<file path="src/rtl/mux_scanner_pkg.sv">
// rtl/mux_scanner_pkg.sv - shared FSM state type and width helper for the mux scanner
package mux_scanner_pkg;

  typedef enum logic [1:0] {
    MANUAL = 2'd0,
    SCAN   = 2'd1,
    HOLD   = 2'd2
  } scan_state_t;

  function automatic int clog2(input int value);
    int result;
    int rem;
    result = 0;
    rem = value - 1;
    while (rem > 0) begin
      result = result + 1;
      rem = rem >> 1;
    end
    return result;
  endfunction

endpackage

</file>
<file path="src/rtl/mux_lane.sv">
// rtl/mux_lane.sv - combinational NUM_IN:1 selector for one lane with forced-high inputs
module mux_lane
  import mux_scanner_pkg::*;
#(
  parameter int NUM_IN = 4,
  parameter logic [NUM_IN-1:0] FORCE_HI_MASK = 4'b1000,
  localparam int SEL_W = clog2(NUM_IN)
) (
  input  logic [NUM_IN-1:0] data,
  input  logic [SEL_W-1:0]  sel,
  output logic              y
);

  logic [NUM_IN-1:0] eff;

  // Masked positions read as constant 1 regardless of the lane's data.
  assign eff = data | FORCE_HI_MASK;
  assign y   = eff[sel];

endmodule

</file>
<file path="src/rtl/mux_scanner.sv">
// rtl/mux_scanner.sv - multi-lane mux with manual select, dwell-timed auto-scan and hold
module mux_scanner
  import mux_scanner_pkg::*;
#(
  parameter int NUM_IN = 4,
  parameter int NUM_LANES = 2,
  parameter int DWELL = 4,
  parameter logic [NUM_IN-1:0] FORCE_HI_MASK = 4'b1000,
  localparam int SEL_W = clog2(NUM_IN)
) (
  input  logic                           clk,
  input  logic                           reset,
  input  logic [NUM_LANES*NUM_IN-1:0]    data_in,
  input  logic [SEL_W-1:0]               sel_in,
  input  logic                           sel_load,
  input  logic                           scan_en,
  input  logic                           hold,
  output logic [NUM_LANES-1:0]           data_out,
  output logic [SEL_W-1:0]               sel_out,
  output logic                           wrap
);

  localparam int CNT_W = (DWELL > 1) ? clog2(DWELL) : 1;
  localparam logic [CNT_W-1:0] CNT_LAST = CNT_W'(DWELL - 1);
  localparam logic [SEL_W-1:0] SEL_LAST = SEL_W'(NUM_IN - 1);

  scan_state_t          state;
  scan_state_t          next_state;
  logic [CNT_W-1:0]     cnt;
  logic [CNT_W-1:0]     cnt_nxt;
  logic [SEL_W-1:0]     sel_nxt;
  logic [NUM_LANES-1:0] data_nxt;
  logic                 wrap_nxt;
  logic [NUM_LANES-1:0] lane_bit;

  for (genvar l = 0; l < NUM_LANES; l++) begin : g_lane
    mux_lane #(
      .NUM_IN       (NUM_IN),
      .FORCE_HI_MASK(FORCE_HI_MASK)
    ) u_lane (
      .data(data_in[l*NUM_IN +: NUM_IN]),
      .sel (sel_out),
      .y   (lane_bit[l])
    );
  end

  always_ff @(posedge clk or posedge reset) begin
    if (reset) begin
      state    <= MANUAL;
      sel_out  <= '0;
      cnt      <= '0;
      data_out <= '0;
      wrap     <= 1'b0;
    end else begin
      state    <= next_state;
      sel_out  <= sel_nxt;
      cnt      <= cnt_nxt;
      data_out <= data_nxt;
      wrap     <= wrap_nxt;
    end
  end

  // The mode for each edge comes from the inputs sampled at that edge, so
  // hold freezes and scan_en takes effect without an extra cycle of delay.
  always_comb begin
    next_state = MANUAL;
    sel_nxt    = sel_out;
    cnt_nxt    = cnt;
    data_nxt   = data_out;
    wrap_nxt   = 1'b0;

    if (hold) begin
      next_state = HOLD;
    end else if (scan_en) begin
      next_state = SCAN;
    end

    case (next_state)
      MANUAL: begin
        data_nxt = lane_bit;
        // Counter is already 0 if we stayed in MANUAL; clear it on entry.
        if (state != MANUAL) begin
          cnt_nxt = '0;
        end
        if (sel_load) begin
          sel_nxt = sel_in;
        end
      end
      SCAN: begin
        data_nxt = lane_bit;
        if (sel_load) begin
          sel_nxt = sel_in;
          cnt_nxt = '0;
        end else if (cnt == CNT_LAST) begin
          cnt_nxt  = '0;
          sel_nxt  = sel_out + SEL_W'(1);
          wrap_nxt = (sel_out == SEL_LAST);
        end else begin
          cnt_nxt = cnt + CNT_W'(1);
        end
      end
      default: begin
      end
    endcase
  end

endmodule

</file>
<file path="config.mk">
export PLATFORM = sky130hd
export DESIGN_NAME = mux_scanner
export DESIGN_NICKNAME = d
export VERILOG_FILES = /design/src/rtl/mux_scanner_pkg.sv /design/src/rtl/mux_lane.sv /design/src/rtl/mux_scanner.sv
export SDC_FILE = /design/constraint.sdc
export NUM_CORES = 1
export LEC_CHECK = 0
export BUFFER_PORTS_ARGS = -buffer_cell sky130_fd_sc_hd__buf_2
export CAP_MARGIN = 20
export CORE_MARGIN = 1.5
export CORE_UTILIZATION = 35
export CTS_BUF_LIST = sky130_fd_sc_hd__clkbuf_2
export DETAILED_ROUTE_END_ITERATION = 10
export GPL_TIMING_DRIVEN = 1
export SETUP_SLACK_MARGIN = 0.05
export SLEW_MARGIN = 20
export SYNTH_ARGS = -nofsm -noshare
export SYNTH_HDL_FRONTEND = slang
export SYNTH_HIERARCHICAL = 1
export SYNTH_SLANG_ARGS = --single-unit
export TNS_END_PERCENT = 5
</file>
<file path="constraint.sdc">
create_clock -name clk -period 1.3 [get_ports clk]
set_input_delay 0.195 -clock clk [delete_from_list [all_inputs] [get_ports clk]]
set_output_delay 0.195 -clock clk [all_outputs]
set_load 0.1 [all_outputs]
</file>
Word-level counts from Yosys, hierarchy flattened:

Index checks and enable logic that the tools add are counted.
W data, S select, Z words.

* add/subtract/negate cells: 2
* order comparisons: 1
* eq/ne operators: 6
* multiplexer cells: 17
* reduce and logical (&&, ||, !) cells: 6

Operators with widths (number)
* $mux W2: 7
* $pmux W2 S2: 2
* $mux W1: 6
* $add A2 B1 Y2 const B: 2
* $bmux W1 S2: 2
* $eq A2 B2 Y1 const B: 2
* $ne A2 B2 Y1 const B: 2
* $reduce_bool A2 Y1: 2
* $lt A2 B3 Y1 const B: 1
* $ne A3 B3 Y1 const B: 1
* $reduce_and A3 Y1: 1
* $eq A2 B1 Y1 const B: 1
* $logic_not A2 Y1: 1
* $reduce_and A2 Y1: 1
* $reduce_or A2 Y1: 1

* flip-flop bits (word level): 9
* input port bits: 15
* output and inout port bits: 5
* logic and storage cells: 37

Logic depth before layout (Yosys ltp):

Gate-level depths: netlist of run 1.

* depth after elaboration: 5
* depth in mapped cells: 4
* depth with buffers taken out: 4

Cells and area by module:

Netlist of run 1, hierarchy kept.

By module, submodules not included
* mux_scanner: times used 1, cells an instance 34, area an instance 417.9 sq um, sequential area each 225.2 sq um
* mux_lane: times used 2, cells an instance 3, area an instance 23.8 sq um, sequential area each 0.0 sq um

Worst setup path after synthesis of run 1:

No wires, ideal clock.

* path type: register -> register
* start: register sel_out[1]
* end: register data_out[0]
* setup time: 0.128 ns
* data arrival time: 1.632 ns
* data required time: 1.172 ns
* slack: -0.461 ns
* cell stages (with the launch flop): 4
* buffers on the path: 0
* clock period less this slack: 1.761 ns
* path through: dfrtp_1 > mux2i_1 > mux2i_1 > mux2_1

* word-level cells in the longest chain between the ends: 2

Ends and longest elaborated chain
* start, declared: line mux_scanner.sv:19 `output logic [SEL_W-1:0] sel_out,`
* start signal, assigned: line mux_scanner.sv:56 `sel_out <= sel_nxt;`
* $bmux W1 S2: line mux_lane.sv:18 `assign y = eff[sel];`
* $mux W1 (implied by the code): line mux_lane.sv:18
* named net lane_bit[0]: line mux_scanner.sv:34 `logic [NUM_LANES-1:0] lane_bit;`
* end signal, assigned: line mux_scanner.sv:58 `data_out <= data_nxt;`
* end, declared: line mux_scanner.sv:18 `output logic [NUM_LANES-1:0] data_out,`

The timed path passes the listed nets, and every way through them passes these cells. The select of a mux whose other input is x is not followed.
A chain may end at the register's enable or synchronous reset.

Final worst setup path of run 1:

* start: register cnt[0]
* end: register sel_out[0]

* word-level cells in the longest chain between the ends: 3

Ends and longest elaborated chain
* start, declared: line mux_scanner.sv:29 `logic [CNT_W-1:0] cnt;`
* start signal, assigned: line mux_scanner.sv:57 `cnt <= cnt_nxt;`
* $eq A2 B2 Y1: line mux_scanner.sv:94 `end else if (cnt == CNT_LAST) begin`
* $ne A3 B3 Y1 (no source line)
* $reduce_and A3 Y1 (no source line)

No other way between the ends.

==> metrics.yaml, run 1 <==
status: "completed"
cts.clk_slew.worst_paths_ps: 90
cp_slowest_cell: "dfrtp_1"
grt_max_degree: 12
hold_viol: 0
layout_worst_path_cycle_share: 0.930
antenna_found_initial: 0
numCtsBuffers: 3
worst_pin_slew_ps: 484
wl_per_cell_um: 12.1
cpMostUsedCell: "o21ai_1"
dr_wl_met3_um: 64
cp-start-kind: "flip-flop"
hold_path_depth: 2
cp_top_family: "compound AO/OA/AOI/OAI gates"
post-place-ws_ps: 109
drv_slew: 0
die_h_um: 39.5
hold_path.startpoint: "sel_load"
synth_nets: 57
io_buffer_count: 17
die_area_um2: 1560
track_usage: 0.157
insertedDiodeCount: 0
finish.instance_area_um2: 637
drive_above_1_share: 0.459
htreeDepth: 1
min_to: "wrap"
final_nets: 79
die_x_um: 39.5
hold_path.class: "primary input to flip-flop"
grt_pass1_wl_mm: 1.54
p_per_area_nw_per_um2: 1440
peakVddDrop_v: 0.000610
drc: 0
dpl_cell_area_um2: 602
crit_chain: "ha_1 > a21oi_1 > o21ai_1 > o21ai_1"
core-area_um2: 1170
gp_congestion: 0.636
fin_cells: 75
ys_seq_area_frac: 0.484
setup.worst_path.class: "flip-flop to flip-flop"
ant_nets: 0
grt_pass1_vias: 357
reg2reg_slack_ps: 90
setup_viol_count_final: 0
yosysWarnings: 6
rsz0062_at_grt: "true"
reg2regPathDepth: 4
top_layer: "met3"
io_pins: 20
root_buffer: "clkbuf_2"
route.met2.wl_um: 422
start_util: 0.397
maxCapViolCount: 0
ys_ff_latch: 9
fin_ws_ps: 91.1
ys_types: 18
synthesis.area_um2: 465
cp.arrival_ps: 1360
num_rows: 12
firstDrtPassIters: 2
p_leak_nw: 0.325
place_inst: 70
clock_path_buffers: 2
route.vias.total: 382
clkLatencyLatePin_ps: 240
clock_skew_ps: 5.39
overflow: 0
drt_first_iter_violations: 1
syn_to_final_growth_pct: 36.8
maxSlewHeadroom: 0.680
fmax_mhz: 827
end_kind: "flip-flop"
final_core_util: 0.544
routed_wl_um: 905
max_stage_delay_ps: 400
wl_met1_um: 418
crit_buf_inv: 0
cp_max_fo: 4
worst_ep_required_time_ps: 1450
vias_per_cell: 5.09
min_period_ps: 1210
r2r_start: "cnt[0]"
synthesis.instances: 40
cts.sinks: 9
rr_endpoint: "sel_out[0]"
avgSynthCellArea_um2: 11.6
cts_tree: "built"
-- registers in the layout, indices dropped and copies added, names as in the netlist --
name and flops:
cnt 2, sel_out 2, wrap 1, state 2
data_out 2
-- layer usage --
| metal | GRT usage | vias to the layer above |
|---|---|---|
| met5 | 0 | - |
| met4 | 0.103 | 0 |
| met3 | 0.0511 | 0 |
| met2 | 0.221 | 17 |
| met1 | 0.200 | 177 |
| li1 | - | 188 |
-- power by group --
group / total (mW) / switching, mW / internal (mW)
clock network: 0.179 / 0.0977 / 0.0817
logic: 0.377 / 0.246 / 0.130
registers: 0.360 / 0.0398 / 0.320
total: 0.916 / 0.384 / 0.532
-- how the worst max path moves through the flow --
stage | depth (start not counted) | endpoint | from | slack (ps)
after detailed placement | 4 | sel_out[0] | cnt[0] | 110
after global routing | 1 | wrap | wrap | 40
after global placement | 3 | sel_out[1] | sel_out[0] | 140
final | 4 | sel_out[0] | cnt[0] | 90
after CTS | 1 | data_out[0] | data_out[0] | 50
after floorplan | 3 | data_out[0] | sel_out[1] | -1
-- placed cells by master, fill, tap and decap left out, drive strengths merged --
master and count:
o21ai 6, a21oi 2, dlygate4sd3 1, o41ai 1, nand2 1, nor2 2, dfrtp 9, mux2 2
and4bb 1, o31ai 1, nand2b 3, nor3 2, mux2i 5, ha 2, buf 16, clkbuf 5
inv 2
-- cell usage after synthesis --
cell type | number | share of area
a21oi_1 | 2 | 0.022
o41ai_1 | 1 | 0.019
ha_1 | 2 | 0.054
mux2i_1 | 5 | 0.11
o21ai_1 | 3 | 0.032
nand2b_4 | 1 | 0.030
nor3_1 | 2 | 0.022
nand2_1 | 1 | 0.0081
o21ai_0 | 3 | 0.032
and4bb_1 | 1 | 0.027
nand2b_2 | 1 | 0.019
o31ai_2 | 1 | 0.027
nand2b_1 | 1 | 0.013
buf_6 | 1 | 0.024
dfrtp_1 | 9 | 0.48
mux2_1 | 2 | 0.048
nor2_1 | 2 | 0.016
inv_1 | 2 | 0.016
-- per-stage QoR --
| stage | total power [mW] | hold WS (ps) | setup TNS [ps] |
|---|---|---|---|
| global placement | 0.729 | 174 | 0 |
| finish | 0.916 | 165 | 0 |
| global route | 0.967 | 157 | 0 |
| detailed placement | 0.733 | 174 | 0 |
| floorplan | 0.631 | 23.0 | -2.87 |
| CTS | 0.930 | 144 | 0 |
-- cell families (layout without fill, tap and decap cells) --
group / after synthesis / after routing / synth area share
and+or+nand+nor: 9 / 9 / 0.134
adders and majority gates: 2 / 2 / 0.0538
buffers and inverters: 3 / 24 / 0.0403
muxes: 7 / 7 / 0.156
DFF: 9 / 9 / 0.484
AOI/OAI and AO/OA: 10 / 10 / 0.132
-- what timing repair did --
item,4_1_cts,5_1_grt
hold buffers,1,0
setup buffers,0,0
resized for setup,1,1
setup endpoints to repair,1,3
hold endpoints to repair,9,0
-- cell type report --
class	count	area, um2
inverters	2	7.51
clock buffers	4	20.0
multi-input cells	28	229
repair buffers	18	130
fillers	108	534
well taps	14	17.5
flip-flops and latches	9	233
Note: power is estimated with default switching activity, not from simulation.
==> run 2: changes to the inputs <==
--- a/config.mk
+++ b/config.mk
@@ -5,6 +5,7 @@
 export SDC_FILE = /design/constraint.sdc
 export NUM_CORES = 1
 export LEC_CHECK = 0
+export ABC_AREA = 1
 export BUFFER_PORTS_ARGS = -buffer_cell sky130_fd_sc_hd__buf_2
 export CAP_MARGIN = 20
 export CORE_MARGIN = 1.5
==> metrics.yaml, run 2 <==
total_power_mw: 0.896
ys_ff_latch: 9
cp_max_fo: 2
vias_per_cell: 4.51
hold_path.startpoint: "hold"
worst_ep_required_time_ps: 1110
crit_buf_inv: 1
io_buffer_count: 17
regArea_um2: 233
dp_hpwl_um: 780
whs_ps: 146
max_stage_delay_ps: 420
drv_slew: 0
die_h_um: 40.7
synth_async_sr_flop_share: 1.00
avgSynthCellArea_um2: 7.30
synth_enable_flop_cells: 0
ys.flop_type: "dfrtp_1"
overflow: 0
drt_first_iter_violations: 4
synth_top_area_share: 0.453
root_buffer: "clkbuf_2"
maxSlewHeadroom: 0.679
ant_nets: 0
clock_power_share: 0.196
min_period_ps: 1200
setup_viol_count_final: 0
p_per_area_nw_per_um2: 1310
route.vias.total: 474
wl_per_cell_um: 9.69
core-area_um2: 1320
intPower_mw: 0.513
drc: 0
clock_skew_ps: 3.29
io_pins: 20
routed_wl_mm: 1.02
status: "completed"
post-place-ws_ps: 147
mostFrequentLayoutCells: "nand2_1, inv_1, buf_2, nand3_1, dfrtp_1"
final_nets: 108
r2r_start: "sel_out[0]"
synth_nets: 85
gp_congestion: 0.695
grt_pass1_vias: 405
fin_cells: 105
cp.arrival_ps: 1010
cp_slowest_cell: "buf_2"
layout_worst_path_cycle_share: 0.926
synth.largest_area_cell: "dfrtp_1"
htreeDepth: 1
final_common_cell: "nand2_1"
place_inst: 100
seq_power_share: 0.404
synthesis.area_um2: 497
cts.clk_slew.worst_paths_ps: 90
hold_viol: 0
synth.top_cells.by_count: "nand2_1, inv_1, nand3_1, dfrtp_1, o21ai_0"
cp_top_family: "buffers and inverters"
synth_xor_xnor_area_share: 0
switching_power_mw: 0.383
drive_above_1_share: 0.322
maxCapViolCount: 0
synthesis.instances: 68
syn_to_final_growth_pct: 37.5
cp-start-kind: "flip-flop"
numCtsBuffers: 3
die_area_um2: 1650
p_leak_nw: 0.403
grt_max_degree: 11
fin_ws_ps: 96.8
synthTopCellsByArea: "dfrtp_1, nand2_1, nand3_1, inv_1, ha_1"
yosysWarnings: 6
worst_pin_slew_ps: 485
crit_chain: "buf_2"
p_comb_frac: 0.401
ys_types: 13
insertedDiodeCount: 0
end_kind: "primary output"
antenna_found_initial: 0
peakVddDrop_v: 0.000773
synthMuxAreaShare: 0
clkLatencyLatePin_ps: 240
firstDrtPassIters: 2
netSwitchingFraction: 0.427
track_usage: 0.153
multi_input_area_um2: 224
synth.most_common_cell: "nand2_1"
crit_start: "data_out[1]"
synth_top_family_by_area: "simple AND/OR/NAND/NOR gates"
synth_compound_area_frac: 0.0403
fmax_mhz: 831
nFillCells: 134
ys_seq_area_frac: 0.453
fin_setup_tns_ps: 0
synthSimpleGateAreaFrac: 0.335
die_x_um: 40.7
cts.sinks: 9
start_util: 0.377
rsz0062_at_grt: "false"
cts_tree: "built"
grt_pass1_wl_mm: 1.64
synthAdderAreaFrac: 0.0504
setup.worst_path.class: "flip-flop to primary output"
clock_path_buffers: 2
hold_path.class: "primary input to flip-flop"
num_rows: 13
==> run 2: power groups by stage <==
| stage | Combinational (mW) | Sequential (mW) | Clock (mW) |
|---|---|---|---|
| 4_1_cts | 0.359 | 0.363 | 0.183 |
| 3_3_place_gp | 0.354 | 0.368 | 0 |
| 3_5_place_dp | 0.357 | 0.367 | 0 |
| 6_report | 0.359 | 0.361 | 0.176 |
| 2_1_floorplan | 0.0959 | 0.520 | 0 |
| 5_1_grt | 0.391 | 0.369 | 0.195 |
==> run 2: routing by layer <==
| metal | vias up | share of wire | GRT usage |
|---|---|---|---|
| met4 | 0 | 0 | 0.100 |
| met3 | 0 | 0.030 | 0.0163 |
| met2 | 9 | 0.47 | 0.246 |
| met1 | 211 | 0.50 | 0.192 |
| met5 | - | 0 | 0 |
| li1 | 254 | - | - |
==> run 2: path summary, 6_finish.rpt <==
path | end | slack (ps) | depth (start not counted)
max | data_out[1] | 100 | 1
min | state[1] | 150 | 1
max reg2reg | sel_out[1] | 140 | 5
min reg2reg | data_out[0] | 480 | 2
max in group asynchronous | sel_out[1] | 560 | 3
min in group asynchronous | sel_out[0] | 460 | 3
==> run 2: final cells by class <==
class	instances	share of cell area
clock buffers	4	0.0293
inverters	16	0.0879
multi-input cells	43	0.328
flip-flops and latches	9	0.341
well taps	15	0.0275
repair buffers	18	0.187
==> run 2: repair_timing <==
action / in CTS / in global routing
hold buffers: 1 / 0
setup buffers: 0 / 0
gates resized for setup: 0 / 1
hold endpoints to repair: 9 / 0
endpoints found under the setup margin: 0 / 1
==> run 2: logic make-up after synthesis <==
kind of cell    after synthesis
compound gates                4
fa+ha+maj                     2
simple gates                 37
buf+inv                      16
flops                         9
==> run 2: stage by stage <==
step | instance area, um2 | util
CTS | 681 | 0.517
detailed placement | 651 | 0.494
finish | 683 | 0.519
global placement | 651 | 0.494
floorplan | 517 | -
global route | 683 | 0.519
==> run 3: changes to the inputs <==
--- a/config.mk
+++ b/config.mk
@@ -17,6 +17,5 @@
 export SLEW_MARGIN = 20
 export SYNTH_ARGS = -nofsm -noshare
 export SYNTH_HDL_FRONTEND = slang
-export SYNTH_HIERARCHICAL = 1
 export SYNTH_SLANG_ARGS = --single-unit
 export TNS_END_PERCENT = 5
==> metrics.yaml, run 3 <==
hold_path.class: "primary input to flip-flop"
status: "completed"
synthTopCellsByArea: "dfrtp_1, nand2_1, nand3_1, inv_1, ha_1"
die_h_um: 39.8
reg2reg_slack_ps: 170
root_buffer: "clkbuf_2"
setup.worst_path.class: "flip-flop to primary output"
track_usage: 0.138
wl_per_cell_um: 8.90
cp_top_family: "buffers and inverters"
final_core_util: 0.514
synthesis.area_um2: 474
p_per_area_nw_per_um2: 1310
layout_worst_path_cycle_share: 0.928
insertedDiodeCount: 0
min_period_ps: 1210
yosysWarnings: 0
synth.largest_area_cell: "dfrtp_1"
numCtsBuffers: 3
min_to: "state[1]"
final_nets: 104
p_comb_frac: 0.385
peakVddDrop_v: 0.000428
rr_endpoint: "sel_out[1]"
cts.clk_slew.worst_paths_ps: 100
fin_ws_ps: 93.1
reg2regPathDepth: 5
hold_viol: 0
ys.flop_type: "dfrtp_1"
cp-start-kind: "flip-flop"
clock_power_share: 0.205
synth.most_common_cell: "nand2_1"
max_stage_delay_ps: 420
cts_setup_buffers: 0
crit_chain: "buf_2"
cp_slowest_cell: "buf_2"
ys_types: 12
avgSynthCellArea_um2: 7.41
synth_nets: 81
firstDrtPassIters: 3
total_power_mw: 0.864
maxCapViolCount: 0
antenna_found_initial: 0
maxSlewHeadroom: 0.680
fin_cells: 101
num_rows: 13
crit_buf_inv: 1
grt_pass1_wl_mm: 1.39
ys_seq_area_frac: 0.475
drv_slew: 0
syn_to_final_growth_pct: 39.3
drc: 0
synth_top_area_share: 0.475
core-area_um2: 1280
synth_async_sr_flop_share: 1.00
grt_pass1_vias: 325
drive_above_1_share: 0.314
rsz0062_at_grt: "true"
met2_usage: 0.168
seq_power_share: 0.411
dpl_cell_area_um2: 628
vias_per_cell: 4.34
routed_wl_um: 899
worst_pin_slew_ps: 483
p_leak_nw: 0.386
post-place-ws_ps: 170
fin_setup_tns_ps: 0
whs_ps: 158
clock_skew_ps: 8.26
hold_path.startpoint: "hold"
hold_path_depth: 1
route.vias.total: 438
io_pins: 20
drt_first_iter_violations: 4
cts_tree: "built"
netSwitchingFraction: 0.422
cts.sinks: 9
clock_path_buffers: 2
synth_enable_flop_cells: 0
dp_hpwl_um: 714
intPower_mw: 0.499
grt_max_degree: 10
final_common_cell: "nand2_1"
use_met3: 0.0341
cp.arrival_ps: 1010
cp_max_fo: 2
synth.top_cells.by_count: "nand2_1, inv_1, dfrtp_1, nand3_1, nor2_1"
io_buffer_count: 17
switching_power_mw: 0.365
start_util: 0.369
mostFrequentLayoutCells: "nand2_1, buf_2, inv_1, nand3_1, dfrtp_1"
r2r_start: "sel_out[0]"
finish.instance_area_um2: 661
grt_use_met1: 0.201
ant_nets: 0
clkLatencyLatePin_ps: 240
synthesis.instances: 64
end_kind: "primary output"
fmax_mhz: 829
grt-busiest-layer: "met1"
nFillCells: 123
gp_congestion: 0.696
die_area_um2: 1580
htreeDepth: 1
ys_ff_latch: 9
die_x_um: 39.8
worst_ep_required_time_ps: 1110
overflow: 0
place_inst: 96
setup_viol_count_final: 0
-- run 3: changes by cell type after synthesis, sizes merged --
cell,before,now
o21ai,4,1
nand2,20,24
or2,1,0
inv,16,11
nand3,12,9
nor2,3,5
a21oi,0,2
-- run 3: logic make-up (layout without fill, tap and decap cells) --
logic type | Yosys count | count (layout) | synth area share
adder cells (fa/ha/maj) | 2 | 2 | 0.0528
AND/OR/NAND/NOR | 39 | 39 | 0.354
AO/OA/AOI/OAI | 3 | 3 | 0.0317
flip-flops | 9 | 9 | 0.475
buffers and inverters | 11 | 33 | 0.0871
-- run 3: how the worst max path moves through the flow --
stage                      startpoint     endpoint  slack (ps)  depth (start not counted)
final                     data_out[1]  data_out[1]          90                          1
after global placement     sel_out[0]   sel_out[1]         170                          5
after floorplan            sel_out[0]   sel_out[1]          70                          5
after global routing      data_out[1]  data_out[1]          50                          1
after detailed placement   sel_out[0]   sel_out[1]         170                          5
after CTS                 data_out[0]  data_out[0]          80                          1
-- run 3: area by class of cell --
class / count / area (um2) / share of cell area
Clock buffer: 4 / 20.0 / 0.0303
Timing Repair Buffer: 18 / 128 / 0.193
Multi-Input combinational cell: 44 / 220 / 0.333
Tap cell: 15 / 18.8 / 0.0284
Inverter: 11 / 41.3 / 0.0625
Sequential cell: 9 / 233 / 0.352
-- run 3: power by group through the flow --
stage | Sequential [mW] | Combinational, mW | Clock [mW]
after floorplan | 0.507 | 0.0818 | 0
after global placement | 0.361 | 0.326 | 0
after detailed placement | 0.361 | 0.330 | 0
after CTS | 0.356 | 0.333 | 0.180
after global routing | 0.361 | 0.362 | 0.193
final | 0.355 | 0.332 | 0.177
-- run 3: timing repair --
| item | CTS | global route |
|---|---|---|
| endpoints found under the hold margin | 9 | 0 |
| hold buffers | 1 | 0 |
| setup endpoints to repair | 0 | 2 |
| resized for setup | 0 | 1 |
-- run 3: routing by layer --
layer	vias up	wire (um)
li1	241	-
met2	12	376
met5	-	0
met1	183	467
met3	2	40
met4	0	15
